<file path="src/rtl/dmem_rmw_ctrl.sv">
// dmem_rmw_ctrl: MEM-stage data-memory port controller.
// Loads with sign/zero extension, word stores in one cycle, and sb/sh
// as a read-modify-write (read old word, then write the merged word).
// Ports:
//   clk, rst_n            clock, async active-low reset
//   req_*                 EX/MEM memory request (valid, wen, ren, addr,
//                         wdata, maskMode, unsigned)
//   busy                  RMW write phase, port unavailable
//   ld_data, ld_valid     extended load result
//   err                   registered pulse for a dropped bad request
//   ram_*                 single-port sync-read RAM interface
module dmem_rmw_ctrl #(
    parameter int AW = 10
) (
    input  logic          clk,
    input  logic          rst_n,
    input  logic          req_valid,
    input  logic          req_wen,
    input  logic          req_ren,
    input  logic [31:0]   req_addr,
    input  logic [31:0]   req_wdata,
    input  logic [1:0]    req_maskMode,
    input  logic          req_unsigned,
    output logic          busy,
    output logic [31:0]   ld_data,
    output logic          ld_valid,
    output logic          err,
    output logic          ram_en,
    output logic          ram_we,
    output logic [AW-1:0] ram_addr,
    output logic [31:0]   ram_wdata,
    input  logic [31:0]   ram_rdata
);

    localparam logic [1:0] S_IDLE = 2'd0;
    localparam logic [1:0] S_LOAD = 2'd1;
    localparam logic [1:0] S_RMW  = 2'd2;

    logic [1:0]    r_state;
    logic [1:0]    r_off;
    logic [1:0]    r_mode;
    logic          r_uns;
    logic [AW-1:0] r_waddr;
    logic [15:0]   r_wdata;
    logic          r_err;

    logic          w_rmw;
    logic          w_mis;
    logic          w_live;
    logic          w_acc;
    logic          w_bad;
    logic          w_wst;
    logic          w_sub;
    logic          w_ld;
    logic [1:0]    w_nxt;
    logic [31:0]   w_shift;
    logic [31:0]   w_ext;
    logic [31:0]   w_merge;
    logic          w_unused;

    assign w_unused = ^req_addr[31:AW+2];

    assign w_rmw  = (r_state == S_RMW);
    assign w_mis  = ((req_maskMode == 2'b01) && req_addr[0]) ||
                    ((req_maskMode == 2'b10) && (req_addr[1:0] != 2'b00));
    // Gated by rst_n so nothing reaches the RAM while reset is held.
    assign w_live = rst_n && req_valid && (req_wen || req_ren) && !w_rmw;
    assign w_acc  = w_live && !w_mis && (req_maskMode != 2'b11);
    assign w_bad  = w_live && (w_mis || (req_maskMode == 2'b11));
    assign w_wst  = w_acc && req_wen && (req_maskMode == 2'b10);
    assign w_sub  = w_acc && req_wen && (req_maskMode != 2'b10);
    assign w_ld   = w_acc && !req_wen;

    always_comb begin
        w_nxt = S_IDLE;
        if (w_rmw)      w_nxt = S_IDLE;
        else if (w_ld)  w_nxt = S_LOAD;
        else if (w_sub) w_nxt = S_RMW;
    end

    always_ff @(posedge clk or negedge rst_n) begin
        if (!rst_n) begin
            r_state <= S_IDLE;
            r_off   <= '0;
            r_mode  <= '0;
            r_uns   <= 1'b0;
            r_waddr <= '0;
            r_wdata <= '0;
            r_err   <= 1'b0;
        end else begin
            r_state <= w_nxt;
            r_err   <= w_bad;
            if (w_acc) begin
                r_off   <= req_addr[1:0];
                r_mode  <= req_maskMode;
                r_uns   <= req_unsigned;
                r_waddr <= req_addr[AW+1:2];
                r_wdata <= req_wdata[15:0];
            end
        end
    end

    assign w_shift = ram_rdata >> {r_off, 3'b000};

    always_comb begin
        w_ext = w_shift;
        case (r_mode)
            2'b00:   w_ext = {{24{~r_uns & w_shift[7]}}, w_shift[7:0]};
            2'b01:   w_ext = {{16{~r_uns & w_shift[15]}}, w_shift[15:0]};
            default: w_ext = w_shift;
        endcase
    end

    // Half-word lane is chosen by addr[1]; addr[0] is zero for halves.
    always_comb begin
        w_merge = ram_rdata;
        if (r_mode == 2'b00)
            w_merge[{r_off, 3'b000} +: 8] = r_wdata[7:0];
        else
            w_merge[{r_off[1], 4'b0000} +: 16] = r_wdata;
    end

    assign busy      = w_rmw;
    assign ld_valid  = (r_state == S_LOAD);
    assign ld_data   = ld_valid ? w_ext : 32'd0;
    assign err       = r_err;
    assign ram_en    = w_rmw || w_acc;
    assign ram_we    = w_rmw || w_wst;
    assign ram_addr  = w_rmw ? r_waddr :
                       (w_acc ? req_addr[AW+1:2] : '0);
    assign ram_wdata = w_rmw ? w_merge :
                       (w_wst ? req_wdata : 32'd0);

endmodule

</file>
<file path="config.mk">
export PLATFORM = sky130hd
export DESIGN_NAME = dmem_rmw_ctrl
export DESIGN_NICKNAME = d
export VERILOG_FILES = /design/src/rtl/dmem_rmw_ctrl.sv
export SDC_FILE = /design/constraint.sdc
export NUM_CORES = 1
export LEC_CHECK = 0
export ABC_AREA = 1
export CORE_UTILIZATION = 44
export DETAILED_ROUTE_END_ITERATION = 12
export PLACE_DENSITY = 0.94
export SYNTH_ARGS = -nofsm -noshare
export SYNTH_HDL_FRONTEND = slang
export SYNTH_SLANG_ARGS = --single-unit
</file>
<file path="constraint.sdc">
create_clock -name clk -period 3.4 [get_ports clk]
set_input_delay 1.02 -clock clk [delete_from_list [all_inputs] [get_ports clk]]
set_output_delay 1.02 -clock clk [all_outputs]
set_load 0.02 [all_outputs]
</file>
## Yosys cells after proc, flatten, opt, wreduce, memory -nomap -nowiden

Cells that the tools add are included.

| storage, ports and cells | value |
|---|---|
| register bits after elaboration | 34 |
| bits of input ports | 104 |
| word-level logic and storage cells | 59 |

| cells by class | value |
|---|---|
| add/subtract/negate cells | 2 |
| equality and inequality tests | 8 |
| shift operators | 5 |
| multiplexer cells | 12 |
| bitwise operators | 3 |
| reduce and logical (&&, ||, !) cells | 22 |

Operator list:

| operator | number |
|---|---|
| 32-bit 2-to-1 mux | 4 |
| 32-bit bitwise mux | 2 |
| 32-bit one-hot mux with 2 select lines | 1 |
| 16-bit by 7-bit variable shift with 32-bit output, first input constant | 1 |
| 8-bit by 7-bit variable shift with 32-bit output, first input constant | 1 |
| 16-bit by 7-bit variable part select with 32-bit output | 1 |
| 8-bit by 7-bit variable part select with 32-bit output | 1 |
| 32-bit by 5-bit right shift with 32-bit output | 1 |
| 10-bit 2-to-1 mux | 2 |
| 5-bit negation with 7-bit output | 2 |
| 1-bit logical AND | 12 |
| 2-bit by 1-bit == test with 1-bit output, second input constant | 3 |
| 2-bit == test, second input constant | 3 |
| 2-bit 2-to-1 mux | 3 |
| 1-bit logical OR | 5 |
| 2-bit != test, second input constant | 2 |
| 1-bit zero test | 3 |
| 1-bit AND | 2 |
| 2-bit zero test | 1 |
| 2-bit nonzero test | 1 |
| 1-bit NOT | 1 |

## Longest topological paths before layout

Gate-level depths: netlist of the first run.

| depth | value |
|---|---|
| word-level depth | 11 |
| depth in mapped cells | 11 |
| mapped depth without buffers | 7 |

## Worst setup path before layout of the first run

No wires, ideal clock.

| timing | value |
|---|---|
| kind | input -> output |
| start point | input port req_wen |
| end point | output port ram_addr[3] |
| data arrival time | 2.152 ns |
| data required time | 2.380 ns |
| setup slack | 0.228 ns |
| stages | 6 |
| path buffers | 2 |
| cells stage by stage | buf_4 nor2_1 nor3_4 nand2_2 buf_2 o21ai_1 |

| on the way | value |
|---|---|
| cells in the longest elaborated chain, start to end | 7 |

RTL lines:

| item | line | source |
|---|---|---|
| start: declaration | 18 | `input logic req_wen,` |
| 1-bit logical OR | 67 | `assign w_live = rst_n && req_valid && (req_wen \|\| req_ren) && !w_rmw;` |
| 1-bit logical AND (2 in series) | 67 |  |
| 1-bit logical AND (2 in series) | 68 | `assign w_acc = w_live && !w_mis && (req_maskMode != 2'b11);` |
| 10-bit 2-to-1 mux | 130 | `(w_acc ? req_addr[AW+1:2] : '0);` |
| 10-bit 2-to-1 mux | 129 | `assign ram_addr = w_rmw ? r_waddr :` |
| end: declaration | 30 | `output logic [AW-1:0] ram_addr,` |

No other way between the ends.

## Worst setup path in the final report of the first run

| timing | value |
|---|---|
| start point | input port ram_rdata[22] |
| end point | output port ld_data[6] |

| on the way | value |
|---|---|
| cells in the longest elaborated chain, start to end | 3 |

RTL lines:

| item | line | source |
|---|---|---|
| start: declaration | 32 | `input logic [31:0] ram_rdata` |
| 32-bit by 5-bit right shift with 32-bit output | 103 | `assign w_shift = ram_rdata >> {r_off, 3'b000};` |
| 32-bit one-hot mux with 2 select lines | 107 | `case (r_mode)` |
| 32-bit 2-to-1 mux | 125 | `assign ld_data = ld_valid ? w_ext : 32'd0;` |
| end: declaration | 25 | `output logic [31:0] ld_data,` |

No other way between the ends.

==> flow_summary.toml, run 1 <==
[yosys]
yosysSeqAreaShare_pct = 20.1
avgSynthCellArea_um2 = 5.51
synth_top_area_share_pct = 20.1
synth_nets = 877
synth_cells = 768
synth_area_um2 = 4230
synth_area_leaders = "dfrtp_1 (20%), nand2_1 (18%), inv_1 (9.7%)"
yosysTopAreaCell = "dfrtp_1"
ys_warn_count = 0
ys_seq_elements = 34
synth_cell_types = 24

[timing]
finalHoldViolations = 0
setup_violations = 0
worst_slew_pin_slew_ns = 1.03
timing.final.crit_share_pct = 99.7
finalMaxSlewViolations = 0
post-route-min-period_ns = 3.39
fin_skew_ns = 0.0162
finalSetupTns_ns = 0
max_freq_mhz = 295
slew_headroom_pct = 31.5

[detailed_routing]
drtPass1Iterations = 5
drtIter0Drc = 602
highest_layer = "met4"
wire_per_inst_um = 15.7
via_per_inst = 5.48
routed_wl_um = 17100
drc = 0
ant_nets = 0
met2_length_um = 8050
m1WireLength_um = 7000
vias = 5974
met3WireLength_um = 1510

[final_layout]
num-fill-cells = 837
final_common_cell = "nand2_1"
ff_latch_area_um2 = 851
final_area_um2 = 6530
drive_gt1_share_pct = 20.7
final_cell_mix = "nand2_1 (196), inv_1 (106), buf_4 (78)"
multiInputGateArea_um2 = 2800
area_growth_pct = 54.3
final_core_util_pct = 70.3
fin_nets = 1068

[min_path]
hp-start = "r_waddr[0]"
whs_path_depth = 2
hp-class = "flip-flop to flip-flop"

[setup_path]
slowest_delay_ns = 0.51
r2r_slack_ns = 1.42
crit_path_start_kind = "input port"
worstReg2RegStart = "r_state[0]"
crit_family = "buffers and inverters"
crit_buf_inv = 3
cp.arrival_ns = 2.37
worst_r2r_path_depth = 8
path_cells = "clkdlybuf4s50_1 > inv_1 > o21ai_1 > nand2_1 > a21oi_1 > clkdlybuf4s15_2"
cp.depth = 6
crit_type = "input port to output port"
end_kind = "output port"
critPathMaxFanout = 2
startpoint = "ram_rdata[22]"
cp.required_ns = 2.38
slowest_stage = "clkdlybuf4s50_1"

[power_and_ir_drop]
power.internal_mw = 1.19
fin_total_pwr_mw = 2.26
p_comb_share_pct = 60.1
p_per_area_nw_per_um2 = 347
seq_power_share_pct = 25.6
switching_share_pct = 47.4
p_switching_mw = 1.07
clockPowerShare_pct = 14.4
ir_worst_vdd_v = 0.000186
p_leak_nw = 3.51

[global_route]
overflow = 0
grt_pass1_wl_um = 26300
grt_pass1_vias = 5334
antenna_found_initial = 1
track_usage_pct = 33.2
grt_max_degree = 59

[die]
coreArea_um2 = 9280
die-area_um2 = 10000
start_util_pct = 45.6
ios = 183
fp.dieW_um = 100
die_y_um = 100
rows = 35

[placement]
dpl_cell_area_um2 = 6350
dp_hpwl_um = 12000
port_buffers = 162
routabilityCongestion = 0.940

[clock_tree]
htreeDepth = 2
cts_made_buffers = 5
cts_buffer_depth = 2
clkLatencyLatePin_ns = 0.30
clockRootBuffer = "clkbuf_8"
clk_pin_slew_ns = 0.08
clock_sinks = 34
cts_tree = "yes"
ctsHoldBuffers = 0

[status]
outcome = "complete, no violations"

[run]
cap_viol_max_count = 0
-- cells by family after synthesis --
family                     Yosys count  share of synthesized area (%)
buffers and inverters              173                           16.6
DFF                                 34                           20.1
AOI/OAI and AO/OA                  194                           24.8
and+or+nand+nor                    362                           37.0
adders and majority gates            5                           1.48
-- cells in the mapped netlist, drive strengths merged --
master  number
nor2        63
nor4         1
ha           5
buf         36
clkbuf      26
inv        111
dfrtp       34
nor3         1
o21bai       1
o21ai      101
a21oi       63
nand3b       1
nand3       55
nand4       41
nand2      200
o211ai      29
-- worst register-to-register path, stage by stage, from the launching register on --
cell and delay (ns):
dfrtp_1 0.40, nor2_2 0.34, nor3_4 0.10, buf_6 0.15
nand2_8 0.08, bufbuf_16 0.26, buf_4 0.32, nand2_1 0.11
o21ai_1 0.13
-- per-stage QoR --
step | hold slack (ns) | setup WS, ns | instances
CTS | 0.498 | -0.00267 | 1085
global placement | 0.471 | -0.582 | 1068
detailed placement | 0.479 | -0.727 | 1068
finish | 0.496 | 0.0115 | 1090
global route | 0.527 | -0.0108 | 1090
floorplan | 0.459 | 0.228 | 768
-- cell type report --
type                            instances  share of cell area (%)
Multi-Input combinational cell        562                    42.9
Timing Repair Buffer                  245                    33.7
Sequential cell                        34                    13.0
Inverter                              111                    6.38
Tap cell                              129                    2.47
Clock buffer                            6                    1.27
Clock inverter                          2                   0.192
Antenna cell                            1                  0.0383
-- per-layer routing --
metal  vias to the layer above  global-route usage, %
li1                       2910                      -
met1                      2667                   42.4
met2                       348                   55.5
met3                        49                   5.92
met4                         0                   13.4
met5                         -                      0
-- worst paths after layout --
kind / endpoint
max: ld_data[6]
min: r_waddr[0]
max reg2reg: r_waddr[5]
min reg2reg: r_waddr[0]
max in group asynchronous: r_wdata[5]
min in group asynchronous: r_waddr[7]
-- power groups by stage --
stage                     Sequential [mW]  Clock [mW]  Combinational, mW
after global placement              0.577           0               1.22
after floorplan                     0.549           0              0.822
after detailed placement            0.579           0               1.25
after CTS                           0.572       0.327               1.29
after global routing                0.585       0.349               1.49
final                               0.579       0.325               1.36
-- state kept, by name, indices dropped and copies added, names as in the netlist --
register and cells:
err 1, r_state 2, r_wdata 16, r_off 2, r_uns 1, r_mode 2
r_waddr 10
-- what timing repair did --
action	in CTS	in global routing
resized for setup	323	54
setup buffers	5	3
pin swaps	8	9
endpoints found under the setup margin	76	55
gates cloned	4	1
endpoints found under the hold margin	0	0
Note: power is estimated with default switching activity, not from simulation.
==> run 2: changes to the inputs <==
SLEW_MARGIN = 10   (was default)
==> results of run 2 <==
The final DEF is identical to that of run 1; final timing and power are the same.
